<file path="config.mk">
export PLATFORM = sky130hd
export DESIGN_NAME = regfile_wb
export DESIGN_NICKNAME = d
export VERILOG_FILES = /design/src/rtl/regfile_wb_pkg.sv /design/src/rtl/regfile_wb_wb_stage_reg.sv /design/src/rtl/regfile_wb.sv
export SDC_FILE = /design/constraint.sdc
export NUM_CORES = 1
export LEC_CHECK = 0
export CORE_ASPECT_RATIO = 1.4
export CORE_UTILIZATION = 62
export CTS_CLUSTER_DIAMETER = 50
export CTS_CLUSTER_SIZE = 24
export DETAILED_ROUTE_END_ITERATION = 10
export PLACE_DENSITY_LB_ADDON = 0.08
export SLEW_MARGIN = 20
export SYNTH_ARGS = -nofsm -noshare
export SYNTH_HDL_FRONTEND = slang
export SYNTH_SLANG_ARGS = --single-unit
</file>
<file path="constraint.sdc">
create_clock -name clk -period 6.6 [get_ports clk]
set_input_delay 1.98 -clock clk [delete_from_list [all_inputs] [get_ports clk]]
set_output_delay 1.98 -clock clk [all_outputs]
set_load 0.03 [all_outputs]
</file>
<file path="src/rtl/regfile_wb_pkg.sv">
// Shared core constants: default datapath widths and the hardwired-zero register address.
package regfile_wb_pkg;
   localparam int DEF_DATA_W   = 8;
   localparam int DEF_NUM_REGS = 8;
   localparam int DEF_ADDR_W   = 3;
   localparam logic [DEF_ADDR_W-1:0] REG_ZERO = '0;
endpackage

</file>
<file path="src/rtl/regfile_wb_wb_stage_reg.sv">
// One-entry write-back register: captures the ALU result, flags it pending for one
// cycle and compares it against both read addresses for forwarding.
module wb_stage_reg
   import regfile_wb_pkg::*;
#(
   parameter int DATA_W = DEF_DATA_W,
   parameter int ADDR_W = DEF_ADDR_W
) (
   input  logic              clk,
   input  logic              rst_n,
   input  logic              wb_en,
   input  logic              stall,
   input  logic [ADDR_W-1:0] wb_addr,
   input  logic [DATA_W-1:0] wb_data,
   input  logic [ADDR_W-1:0] rs1_addr,
   input  logic [ADDR_W-1:0] rs2_addr,
   output logic              pending,
   output logic [ADDR_W-1:0] commit_addr,
   output logic [DATA_W-1:0] commit_data,
   output logic              fwd1,
   output logic              fwd2
);
   localparam logic [ADDR_W-1:0] ZERO_ADDR = ADDR_W'(REG_ZERO);

   logic              pending_reg;
   logic [ADDR_W-1:0] addr_reg;
   logic [DATA_W-1:0] data_reg;
   logic              live;

   always_ff @(posedge clk or negedge rst_n) begin
      if (!rst_n) begin
         pending_reg <= 1'b0;
         addr_reg    <= '0;
         data_reg    <= '0;
      end else if (wb_en && !stall) begin
         pending_reg <= 1'b1;
         addr_reg    <= wb_addr;
         data_reg    <= wb_data;
      end else begin
         // A stalled request is dropped; addr/data hold but are no longer live.
         pending_reg <= 1'b0;
      end
   end

   // A pending write to r0 never forwards.
   assign live        = pending_reg && (addr_reg != ZERO_ADDR);
   assign fwd1        = live && (addr_reg == rs1_addr);
   assign fwd2        = live && (addr_reg == rs2_addr);
   assign pending     = pending_reg;
   assign commit_addr = addr_reg;
   assign commit_data = data_reg;
endmodule

</file>
<file path="src/rtl/regfile_wb.sv">
// Register file with r0 hardwired to zero, fed by a one-entry write-back stage
// whose pending value is forwarded to both read ports.
module regfile_wb
   import regfile_wb_pkg::*;
#(
   parameter int DATA_W   = DEF_DATA_W,
   parameter int NUM_REGS = DEF_NUM_REGS,
   parameter int ADDR_W   = DEF_ADDR_W
) (
   input  logic              clk,
   input  logic              rst_n,
   input  logic [ADDR_W-1:0] rs1_addr,
   input  logic [ADDR_W-1:0] rs2_addr,
   output logic [DATA_W-1:0] rd1_data,
   output logic [DATA_W-1:0] rd2_data,
   input  logic              wb_en,
   input  logic [ADDR_W-1:0] wb_addr,
   input  logic [DATA_W-1:0] wb_data,
   input  logic              stall,
   output logic              wb_pending,
   input  logic [ADDR_W-1:0] dbg_addr,
   output logic [DATA_W-1:0] dbg_data
);
   localparam logic [ADDR_W-1:0] ZERO_ADDR = ADDR_W'(REG_ZERO);

   logic [DATA_W-1:0] regs_reg [NUM_REGS];
   logic              pending;
   logic [ADDR_W-1:0] commit_addr;
   logic [DATA_W-1:0] commit_data;
   logic              fwd1;
   logic              fwd2;
   logic              commit_en;

   logic [ADDR_W-1:0] rs_addr [2];
   logic              fwd     [2];
   logic [DATA_W-1:0] rd_data [2];

   wb_stage_reg #(
      .DATA_W(DATA_W),
      .ADDR_W(ADDR_W)
   ) u_wb_stage (
      .clk        (clk),
      .rst_n      (rst_n),
      .wb_en      (wb_en),
      .stall      (stall),
      .wb_addr    (wb_addr),
      .wb_data    (wb_data),
      .rs1_addr   (rs1_addr),
      .rs2_addr   (rs2_addr),
      .pending    (pending),
      .commit_addr(commit_addr),
      .commit_data(commit_data),
      .fwd1       (fwd1),
      .fwd2       (fwd2)
   );

   assign commit_en = pending && (commit_addr != ZERO_ADDR);

   always_ff @(posedge clk or negedge rst_n) begin
      if (!rst_n) begin
         for (int i = 0; i < NUM_REGS; i++) begin
            regs_reg[i] <= '0;
         end
      end else if (commit_en) begin
         regs_reg[commit_addr] <= commit_data;
      end
   end

   assign rs_addr[0] = rs1_addr;
   assign rs_addr[1] = rs2_addr;
   assign fwd[0]     = fwd1;
   assign fwd[1]     = fwd2;

   generate
      for (genvar gi = 0; gi < 2; gi++) begin : g_read
         always_comb begin
            rd_data[gi] = '0;
            if (rs_addr[gi] != ZERO_ADDR) begin
               rd_data[gi] = fwd[gi] ? commit_data : regs_reg[rs_addr[gi]];
            end
         end
      end
   endgenerate

   assign rd1_data   = rd_data[0];
   assign rd2_data   = rd_data[1];
   assign wb_pending = pending;
   // r0 is never committed, so the raw array read is already zero there.
   assign dbg_data   = regs_reg[dbg_addr];
endmodule

</file>
==> impl_results.md <==
* Initial core utilization at 64.8%
* Mapped Avg Cell Area at around 15 µm²
* Die W at about 76 µm
* Crit path DAT at about 4300 ps
* Inserted Diodes at 0
* Most common cell after layout, fill and taps aside: dfrtp_1
* Num CTS Buffers at 9
* Fin Setup TNS at 0 ps
* Max Clock Freq at between 150 and 200 MHz
* Top cell type's share of synthesized area at 39.6%
* Crit path cell chain: clkdlybuf4s50_1, buf_12, mux4_1, mux2i_1, o21ai_0, o211a_1, clkdlybuf4s50_1
* Via-to-Cell Ratio at about 7
* Hpwl dp at between 7000 and 8000 µm
* Critical path's slowest cell: clkdlybuf4s50_1
* Layout Cells excl Fill at approximately 450
* Layout cells sized above 1 at 43.4%
* TritonCTS clock tree: yes
* Pleak at about 0.0023 µW
* Grt total ovfl at 0
* Die area at 0.00810 mm²
* Crit path max fanout at 18
* VDD IR-drop max at 296 µV
* MaxCap Viol Count at 0
* Ranking of synthesized cells by area: dfrtp_1 (40%), mux2_2 (18%), mux4_2 (16%)
* Antenna violations before repair at 0
* Min-delay worst type: reg -> reg
* Clk_lat worst skew at 360 ps
* Commonest cells after routing, fill and taps aside: dfrtp_1 (76), mux2_2 (75), clkdlybuf4s50_1 (47), mux4_2 (34)
* Number of flip-flops in the largest register at 64
* Core area at ~0.0074 mm²
* DRT Pass-1 Iters at 4
* Mapped Nets at 336
* Transition time of the tightest slew-check pin at 952 ps
* PortBufs at 48
* Cell count after placement at roughly 430
* Die height at 106 µm
* Clock Tree Buf Depth at 2
* H-tree levels at 3
* Overall Power at 2060 µW
* CTS resizes at 0
* Status: finished, final reports clean
* Cell Pwr Density at ~380 mW/mm²
* Synth Instances at about 310
* Synth cell types at 27
* Sequential area share after synthesis at roughly two fifths
* Post-CTS Setup Inserts at 0
* Nets@finish at 369
* Slowest stage delay, CP at slightly below 600 ps
* I/O pins at slightly below 50
* Area grow syn2layout at 13.7%
* Req. time, crit path at 4620 ps
* Post-DR wirelength/cell at between 20 and 30 µm
* Final Hold Fails at 0
* Root Buffer Master: clkbuf_8
* Drt drc at 0
* Largest net degree at the start of global routing at 77
* Final Skew at 7.54 ps
* DRT iter0 DRCs at 288
* First-pass GRT wire length at between 15,000 and 20,000 µm
* GP Congestion at ~0.88
* Fin crit share at between 90% and 100%
* Routed WL at ~11,000 µm
* Post-route ant nets at 0
* Tmin final at approximately 6300 ps
* FF-to-FF Start: u_wb_stage.commit_addr[0]$_DFFE_PN0P_
* Slew HR at 36.5%
* GRT Util Overall at 31.0%
* CTS clock-pin slew for the worst setup and hold paths at 80 ps
* Mapped cell area at between 0.004 and 0.005 mm²
* Cell Rows at 37
* Worst hold start: regs_reg[56]$_DFFE_PN0P_
* TritonCTS Sinks at 76
* DR vias at 3,085
* Worst path most repeated cell: clkdlybuf4s50_1
* Number of global-route vias before repair at approximately 3,200
* Area leader, netlist: dfrtp_1
* Register bit total from synthesis at 76
* Final count of pins violating max slew at 0
* Setup Viol. Count Final at 0
* Cts hold-fix bufs at 0
* Crit start category: input port
* YS warnings at 0
* Worst Setup End Kind: output port
* Crit path from: rs1_addr[1]
* RSZ-0062 raised after global routing: false
* Crit path kind: in -> out
[path summary, 6_finish.rpt]
check,slack [ps],depth (start not counted),endpoint
min in group asynchronous,1760,1,regs_reg[16]$_DFFE_PN0P_
min,420,0,regs_reg[56]$_DFFE_PN0P_
max reg2reg,4390,3,regs_reg[53]$_DFFE_PN0P_
max,320,7,rd1_data[7]
max in group asynchronous,4210,1,regs_reg[21]$_DFFE_PN0P_
min reg2reg,420,0,regs_reg[56]$_DFFE_PN0P_
[layout make-up]
| type | instances | area, µm² |
|---|---|---|
| Multi-Input combinational cell | 194 | 2630 |
| Fill cell | 467 | 1950 |
| Sequential cell | 76 | 1900 |
| Timing Repair Buffer | 64 | 636 |
| Clock buffer | 10 | 128 |
| Tap cell | 97 | 121 |
| Clock inverter | 6 | 41.3 |
[worst max-delay path, delay by kind of cell]
family          cells  cell delay [ps]
buf+inv             3             1300
mux                 2              750
compound gates      2              260
[routing by layer]
metal  GRT usage (%)  up-vias  part of all wire [%]  wire [µm]
met4            14.3        0                   2.7        310
met3            4.89       18                   6.7        750
met1            42.8     1631                    40       4550
met2            48.6      122                    50       5670
met5               0        -                     0          0
li1                -     1314                     -          -
[cell families after synthesis]
group | share of synthesized area, %
and+or+nand+nor | 2.42
buffers and inverters | 6.00
DFF | 39.6
AOI/OAI and AO/OA | 6.05
xor gates and xnor gates | 1.36
muxes | 44.6
[per-stage QoR]
stage | hold WS (ps) | setup WS, ps | area, µm² | utilization (%)
global route | 441 | 241 | 5460 | 73.7
finish | 418 | 316 | 5460 | 73.7
detailed placement | 403 | 324 | 5290 | 71.4
floorplan | 455 | 1460 | 4800 | -
CTS | 424 | 327 | 5460 | 73.7
global placement | 404 | 361 | 5290 | 71.4
[synthesized netlist by cell type]
cell type and number:
nand2b_1 2, o21ba_2 2, mux4_1 14, xor2_2 2
or2_1 2, xnor2_2 2, mux2i_1 16, buf_1 11
nor2b_1 1, o211a_1 16, dfrtp_1 76, clkbuf_8 2
nor4bb_1 2, or3_1 2, nand2_1 1, buf_2 8
o2111ai_2 2, nor3_4 1, buf_12 2, buf_6 8
nand4_1 1, o21ai_0 16, mux4_2 34, clkbuf_1 9
nand4b_1 3, mux2_2 75, buf_4 2
[report_power, final]
part / switching [µW] / internal [µW] / leakage, µW
Sequential: 200 / 643 / 0.000944
Combinational: 366 / 541 / 0.00131
Clock: 178 / 136 / 0.0000783
Total: 744 / 1320 / 0.00233
Power figures use the tool's default switching activity.
